<file path="src/rtl/id_ex_operand_stage.sv">
// ID/EX pipeline register plus execute-stage operand selection.
// Holds the decoded instruction for one cycle, applies hazard-unit forwarding
// to form the ALU operands and store data, and resolves the branch target and
// taken decision from the ALU zero flag.
module id_ex_operand_stage #(
  parameter int XLEN    = 32,
  parameter int RADDR_W = 5
) (
  input  logic               clk,
  input  logic               reset,
  input  logic               StallE,
  input  logic               FlushE,
  input  logic [XLEN-1:0]    RD1D,
  input  logic [XLEN-1:0]    RD2D,
  input  logic [XLEN-1:0]    PCD,
  input  logic [XLEN-1:0]    PCPlus4D,
  input  logic [XLEN-1:0]    ImmExtD,
  input  logic [RADDR_W-1:0] Rs1D,
  input  logic [RADDR_W-1:0] Rs2D,
  input  logic [RADDR_W-1:0] RdD,
  input  logic               RegWriteD,
  input  logic               MemWriteD,
  input  logic               JumpD,
  input  logic               BranchD,
  input  logic               ALUSrcD,
  input  logic [1:0]         ResultSrcD,
  input  logic [2:0]         ALUControlD,
  input  logic [1:0]         ForwardAE,
  input  logic [1:0]         ForwardBE,
  input  logic [XLEN-1:0]    ALUResultM,
  input  logic [XLEN-1:0]    ResultW,
  input  logic               ZeroE,
  output logic [XLEN-1:0]    SrcAE,
  output logic [XLEN-1:0]    SrcBE,
  output logic [XLEN-1:0]    WriteDataE,
  output logic [2:0]         ALUControlE,
  output logic [XLEN-1:0]    PCTargetE,
  output logic               PCSrcE,
  output logic [XLEN-1:0]    PCPlus4E,
  output logic [RADDR_W-1:0] Rs1E,
  output logic [RADDR_W-1:0] Rs2E,
  output logic [RADDR_W-1:0] RdE,
  output logic               RegWriteE,
  output logic               MemWriteE,
  output logic [1:0]         ResultSrcE,
  output logic               ValidE
);

  // All execute-stage state lives in one record so that flush/stall/load act
  // on every field uniformly; an all-zero record is the bubble.
  typedef struct packed {
    logic               valid;
    logic               reg_write;
    logic               mem_write;
    logic               jump;
    logic               branch;
    logic               alu_src;
    logic [1:0]         result_src;
    logic [2:0]         alu_control;
    logic [RADDR_W-1:0] rs1;
    logic [RADDR_W-1:0] rs2;
    logic [RADDR_W-1:0] rd;
    logic [XLEN-1:0]    rd1;
    logic [XLEN-1:0]    rd2;
    logic [XLEN-1:0]    pc;
    logic [XLEN-1:0]    pc_plus4;
    logic [XLEN-1:0]    imm_ext;
  } ex_regs_t;

  ex_regs_t ex_d, ex_q;

  logic [XLEN-1:0] fwd_a, fwd_b;

  // Forward select: 01 writeback, 10 memory, 00/11 the registered read data.
  function automatic logic [XLEN-1:0] fwd_pick(
    input logic [1:0]      sel,
    input logic [XLEN-1:0] reg_val,
    input logic [XLEN-1:0] res_w,
    input logic [XLEN-1:0] alu_m
  );
    logic [XLEN-1:0] r;
    case (sel)
      2'b01:   r = res_w;
      2'b10:   r = alu_m;
      default: r = reg_val;
    endcase
    return r;
  endfunction

  // Next-state: flush beats stall beats load; a flush with stall still bubbles.
  always_comb begin
    ex_d = ex_q;
    if (FlushE) begin
      ex_d = '0;
    end else if (!StallE) begin
      ex_d.valid       = 1'b1;
      ex_d.reg_write   = RegWriteD;
      ex_d.mem_write   = MemWriteD;
      ex_d.jump        = JumpD;
      ex_d.branch      = BranchD;
      ex_d.alu_src     = ALUSrcD;
      ex_d.result_src  = ResultSrcD;
      ex_d.alu_control = ALUControlD;
      ex_d.rs1         = Rs1D;
      ex_d.rs2         = Rs2D;
      ex_d.rd          = RdD;
      ex_d.rd1         = RD1D;
      ex_d.rd2         = RD2D;
      ex_d.pc          = PCD;
      ex_d.pc_plus4    = PCPlus4D;
      ex_d.imm_ext     = ImmExtD;
    end
  end

  // Stage register; synchronous reset clears to the bubble, even mid-stall.
  always_ff @(posedge clk) begin
    if (reset) ex_q <= '0;
    else       ex_q <= ex_d;
  end

  // Operand forwarding and immediate select feeding the ALU.
  always_comb begin
    fwd_a = fwd_pick(ForwardAE, ex_q.rd1, ResultW, ALUResultM);
    fwd_b = fwd_pick(ForwardBE, ex_q.rd2, ResultW, ALUResultM);
  end

  assign SrcAE      = fwd_a;
  assign WriteDataE = fwd_b;
  assign SrcBE      = ex_q.alu_src ? ex_q.imm_ext : fwd_b;

  // Branch target wraps modulo 2^XLEN; ZeroE only reaches PCSrcE, never the
  // operands, so this combinational path cannot loop through the ALU.
  assign PCTargetE  = ex_q.pc + ex_q.imm_ext;
  assign PCSrcE     = ex_q.jump | (ex_q.branch & ZeroE);

  assign ALUControlE = ex_q.alu_control;
  assign PCPlus4E    = ex_q.pc_plus4;
  assign Rs1E        = ex_q.rs1;
  assign Rs2E        = ex_q.rs2;
  assign RdE         = ex_q.rd;
  assign RegWriteE   = ex_q.reg_write;
  assign MemWriteE   = ex_q.mem_write;
  assign ResultSrcE  = ex_q.result_src;
  assign ValidE      = ex_q.valid;

endmodule

</file>
<file path="config.mk">
export PLATFORM = sky130hd
export DESIGN_NAME = id_ex_operand_stage
export DESIGN_NICKNAME = d
export VERILOG_FILES = /design/src/rtl/id_ex_operand_stage.sv
export SDC_FILE = /design/constraint.sdc
export NUM_CORES = 1
export LEC_CHECK = 0
export ABC_CLOCK_PERIOD_IN_PS = 6500
export BUFFER_PORTS_ARGS = -buffer_cell sky130_fd_sc_hd__buf_2
export CAP_MARGIN = 20
export CORE_MARGIN = 4
export CORE_UTILIZATION = 25
export DETAILED_ROUTE_END_ITERATION = 10
export PLACE_DENSITY = 0.49
export SLEW_MARGIN = 20
export SYNTH_ARGS = -nofsm -noshare
export SYNTH_HDL_FRONTEND = slang
export SYNTH_SLANG_ARGS = --single-unit
</file>
<file path="constraint.sdc">
create_clock -name clk -period 6.5 [get_ports clk]
set_input_delay 0.325 -clock clk [delete_from_list [all_inputs] [get_ports clk]]
set_output_delay 0.325 -clock clk [all_outputs]
set_load 0.005 [all_outputs]
</file>
==> flow_metrics.env <==
export IMPL_status="finished clean"
export IMPL_ctsResizeCount=0
export IMPL_via_per_inst=4.63
export IMPL_p_int_uw=2020
export IMPL_drtIter0Drc=578
export IMPL_dp_hpwl_um=30300
export IMPL_wl_per_cell_um=19.2
export IMPL_netlist_cell_type_count=47
export IMPL_clock_latency_ps=460
export IMPL_worstSetupStartpointType="flop"
export IMPL_max_freq_mhz=287
export IMPL_syn_to_final_growth_pct=28.3
export IMPL_grt_use_total=0.172
export IMPL_synth_area_leader_cell="dfxtp_1"
export IMPL_antenna_left=0
export IMPL_worstSetupEndpointType="output port"
export IMPL_setup_tns_ps=0
export IMPL_drt_pass1_iter_count=5
export IMPL_place_port_buffers=441
export IMPL_stdcell_count=2027
export IMPL_comb_power_share=0.172
export IMPL_fin_crit_ps=3480
export IMPL_netlist_area_um2=10100
export IMPL_worstRegToRegCells=2
export IMPL_via_count=9384
export IMPL_clockBufferDepth=2
export IMPL_die_x_um=209
export IMPL_worstSetupPathType="reg -> out"
export IMPL_crit_fanout=5
export IMPL_hold_viol=0
export IMPL_initial_core_util=0.253
export IMPL_holdBufCountCts=0
export IMPL_worstHoldPathCells=3
export IMPL_fin_nets=1778
export IMPL_leakage_uw=0.00637
export IMPL_die_area_um2=43600
export IMPL_pin_count=442
export IMPL_drc=0
export IMPL_place_ws_ps=3540
export IMPL_synthCells=1152
export IMPL_fin_hold_ws_ps=89.1
export IMPL_netSwitchingFraction=0.279
export IMPL_wirelength_um=38900
export IMPL_die_h_um=209
export IMPL_ys_warn_count=0
export IMPL_relSlewSlack=0.311
export IMPL_drive_gt1_frac=0.348
export IMPL_gp_congestion=0.903
export IMPL_worst_pin_slew_ps=1030
export IMPL_worst_slack_ps=3020
export IMPL_htreeDepth=4
export IMPL_avgSynthCellArea_um2=8.74
export IMPL_synthArstFlopShare=0
export IMPL_cts_buffers=17
export IMPL_post_cts_buffers=0
export IMPL_n_fill_cell=4263
export IMPL_r2r_end="ex_q[180]$_SDFFE_PP0N_"
export IMPL_grt_max_degree=84
export IMPL_antenna_found_initial=6
export IMPL_maxCapViolations=0
export IMPL_worstHoldStart="RD1D[1]"
export IMPL_timing_rr_start="ex_q[180]$_SDFFE_PP0N_"
export IMPL_yosys_register_bits=186
export IMPL_vdd_drop_max_uv=184
export IMPL_grt_pass1_wl_um=57700
export IMPL_slowest_stage="a311oi_2"
export IMPL_p_clk_frac=0.398
export IMPL_synth_area_leaders="dfxtp_1, mux2i_1, nor2_1, a22oi_1, ha_1"
export IMPL_clock_sinks=186
export IMPL_dp_cells=1990
export IMPL_rsz0062_at_grt="false"
export IMPL_hold_class="in -> reg"
export IMPL_synth_nets=1446
export IMPL_worst_ep_required_time_ps=6170
export IMPL_placementRows=73
export IMPL_crit_path_cell_trace="ha_1, a211oi_1, o211ai_2, a41oi_4, o21ai_2, a311oi_2, o21ai_1, xnor2_1, buf_2"
export IMPL_clk_pin_slew_ps=80
export IMPL_reg2reg_slack_ps=5240
export IMPL_clock_skew_ps=0
export IMPL_overflow=0
export IMPL_slowest_delay_ps=500
export IMPL_min_to="ex_q[129]$_SDFFE_PP0N_"
export IMPL_ctsRootBufferMaster="clkbuf_16"
export IMPL_seqPwrFrac=0.429
export IMPL_fin_crit_sh=0.535
export IMPL_cts_tree="built"
export IMPL_yosysSeqAreaShare=0.370
export IMPL_synth_edf_count=0
export IMPL_powerDensity_nw_per_um2=217
export IMPL_worstPathArrival_ps=3150
export IMPL_grt_pass1_vias=9365
export IMPL_power_switching_uw=783
export IMPL_drv_slew=0
export IMPL_core_um2=39700
export IMPL_synth_ff_type="dfxtp_1"
export IMPL_synth_top_area_share=0.370
export IMPL_setup_violations_final=0
==> worst max path at each step <==
stage	start	to	cells past startpoint	slack, ps
final	ex_q[1]$_SDFFE_PP0N_	PCTargetE[31]	9	3020
after global routing	ex_q[0]$_SDFFE_PP0N_	PCTargetE[30]	10	2870
after CTS	ex_q[1]$_SDFFE_PP0N_	PCTargetE[31]	9	3000
after detailed placement	ex_q[1]$_SDFFE_PP0N_	PCTargetE[31]	9	3540
after global placement	ForwardBE[0]	SrcBE[15]	7	3520
after floorplan	ex_q[5]$_SDFFE_PP0N_	PCTargetE[29]	8	4090
==> layout by cell type, fill, tap and decap left out, drive strengths merged, types with 3 or more instances in the layout <==
cell    instances
a21oi          36
nand4           8
o31ai           3
clkbuf         22
buf           448
xnor2          16
a22oi          64
nand3          11
ha             35
o21ai          84
o21a            4
clkinv          3
xor2           12
nand2          86
mux2i         185
bufinv          3
dfxtp         186
inv            13
diode           6
a211oi          5
o211ai          4
mux2           32
a21o            7
nor2          201
==> synthesized netlist by cell type, types with 2 or more instances <==
cell type and number:
a21o_1 7, mux2_2 32, ha_1 35, buf_4 52, nand2b_1 2, nand4_1 8
a22oi_1 64, dfxtp_1 186, mux2i_1 185, a21oi_1 36, nand2_1 86, o21ai_0 78
nor2_1 201, a31oi_1 2, xor2_1 12, inv_1 12, o31ai_1 3, o21bai_1 2
nand3_1 11, clkbuf_1 65, and3_1 2, o211ai_1 3, o21ai_1 5, o21a_1 4
a211oi_1 5, and2_1 2, xnor2_1 16, buf_1 17
==> final cells by class <==
cell class | count | area [um^2] | share of cell area
clock buffers | 22 | 464 | 0.0359
diodes | 6 | 15.0 | 0.00116
inverters | 12 | 45.0 | 0.00349
flip-flops and latches | 186 | 3720 | 0.288
repair buffers | 448 | 2270 | 0.176
multi-input cells | 819 | 5610 | 0.434
well taps | 525 | 657 | 0.0508
clock inverters | 9 | 140 | 0.0108
==> critical path, delay by kind of cell (launching register included) <==
kind	cells	cell delay [ps]
compound gates	6	1680
xor+xnor	1	190
buf+inv	1	130
fa+ha+maj	1	280
flops	1	420
==> kinds of logic after synthesis <==
group / after synthesis / synth area share
flip-flops: 186 / 0.370
multiplexers: 217 / 0.220
AO/OA/AOI/OAI: 222 / 0.143
adder cells (fa/ha/maj): 36 / 0.0455
XOR/XNOR: 28 / 0.0244
AND/OR/NAND/NOR: 316 / 0.124
buffers and inverters: 147 / 0.0743
==> layer usage <==
| layer | vias up | wire length (um) | track usage |
|---|---|---|---|
| met5 | - | 11 | 0 |
| met2 | 335 | 18100 | 0.272 |
| met1 | 4377 | 17600 | 0.230 |
| met4 | 2 | 844 | 0.0635 |
| li1 | 4629 | - | - |
| met3 | 41 | 2410 | 0.0390 |
==> power by group through the flow <==
stage | clock [uW] | sequential, uW | combinational [uW]
after floorplan | 0 | 1220 | 267
after global placement | 0 | 1230 | 487
after detailed placement | 0 | 1230 | 487
after CTS | 1150 | 1200 | 489
after global routing | 1200 | 1210 | 533
final | 1120 | 1200 | 484
==> through the flow <==
step                       util  area [um^2]  power [uW]
after global routing      0.325        12900        2940
after floorplan               -        10100        1490
after detailed placement  0.310        12300        1720
after CTS                 0.325        12900        2850
after global placement    0.310        12300        1720
final                     0.325        12900        2800
==> sequential cells by signal, summed over array words and instances, names as in the netlist <==
signal and count:
ALUControlE 3, RegWriteE 1, ResultSrcE 2, ValidE 1
Rs2E 5, RdE 5, ex_q 131, Rs1E 5
MemWriteE 1, PCPlus4E 32
No activity file was read; power rests on OpenSTA's default activity.
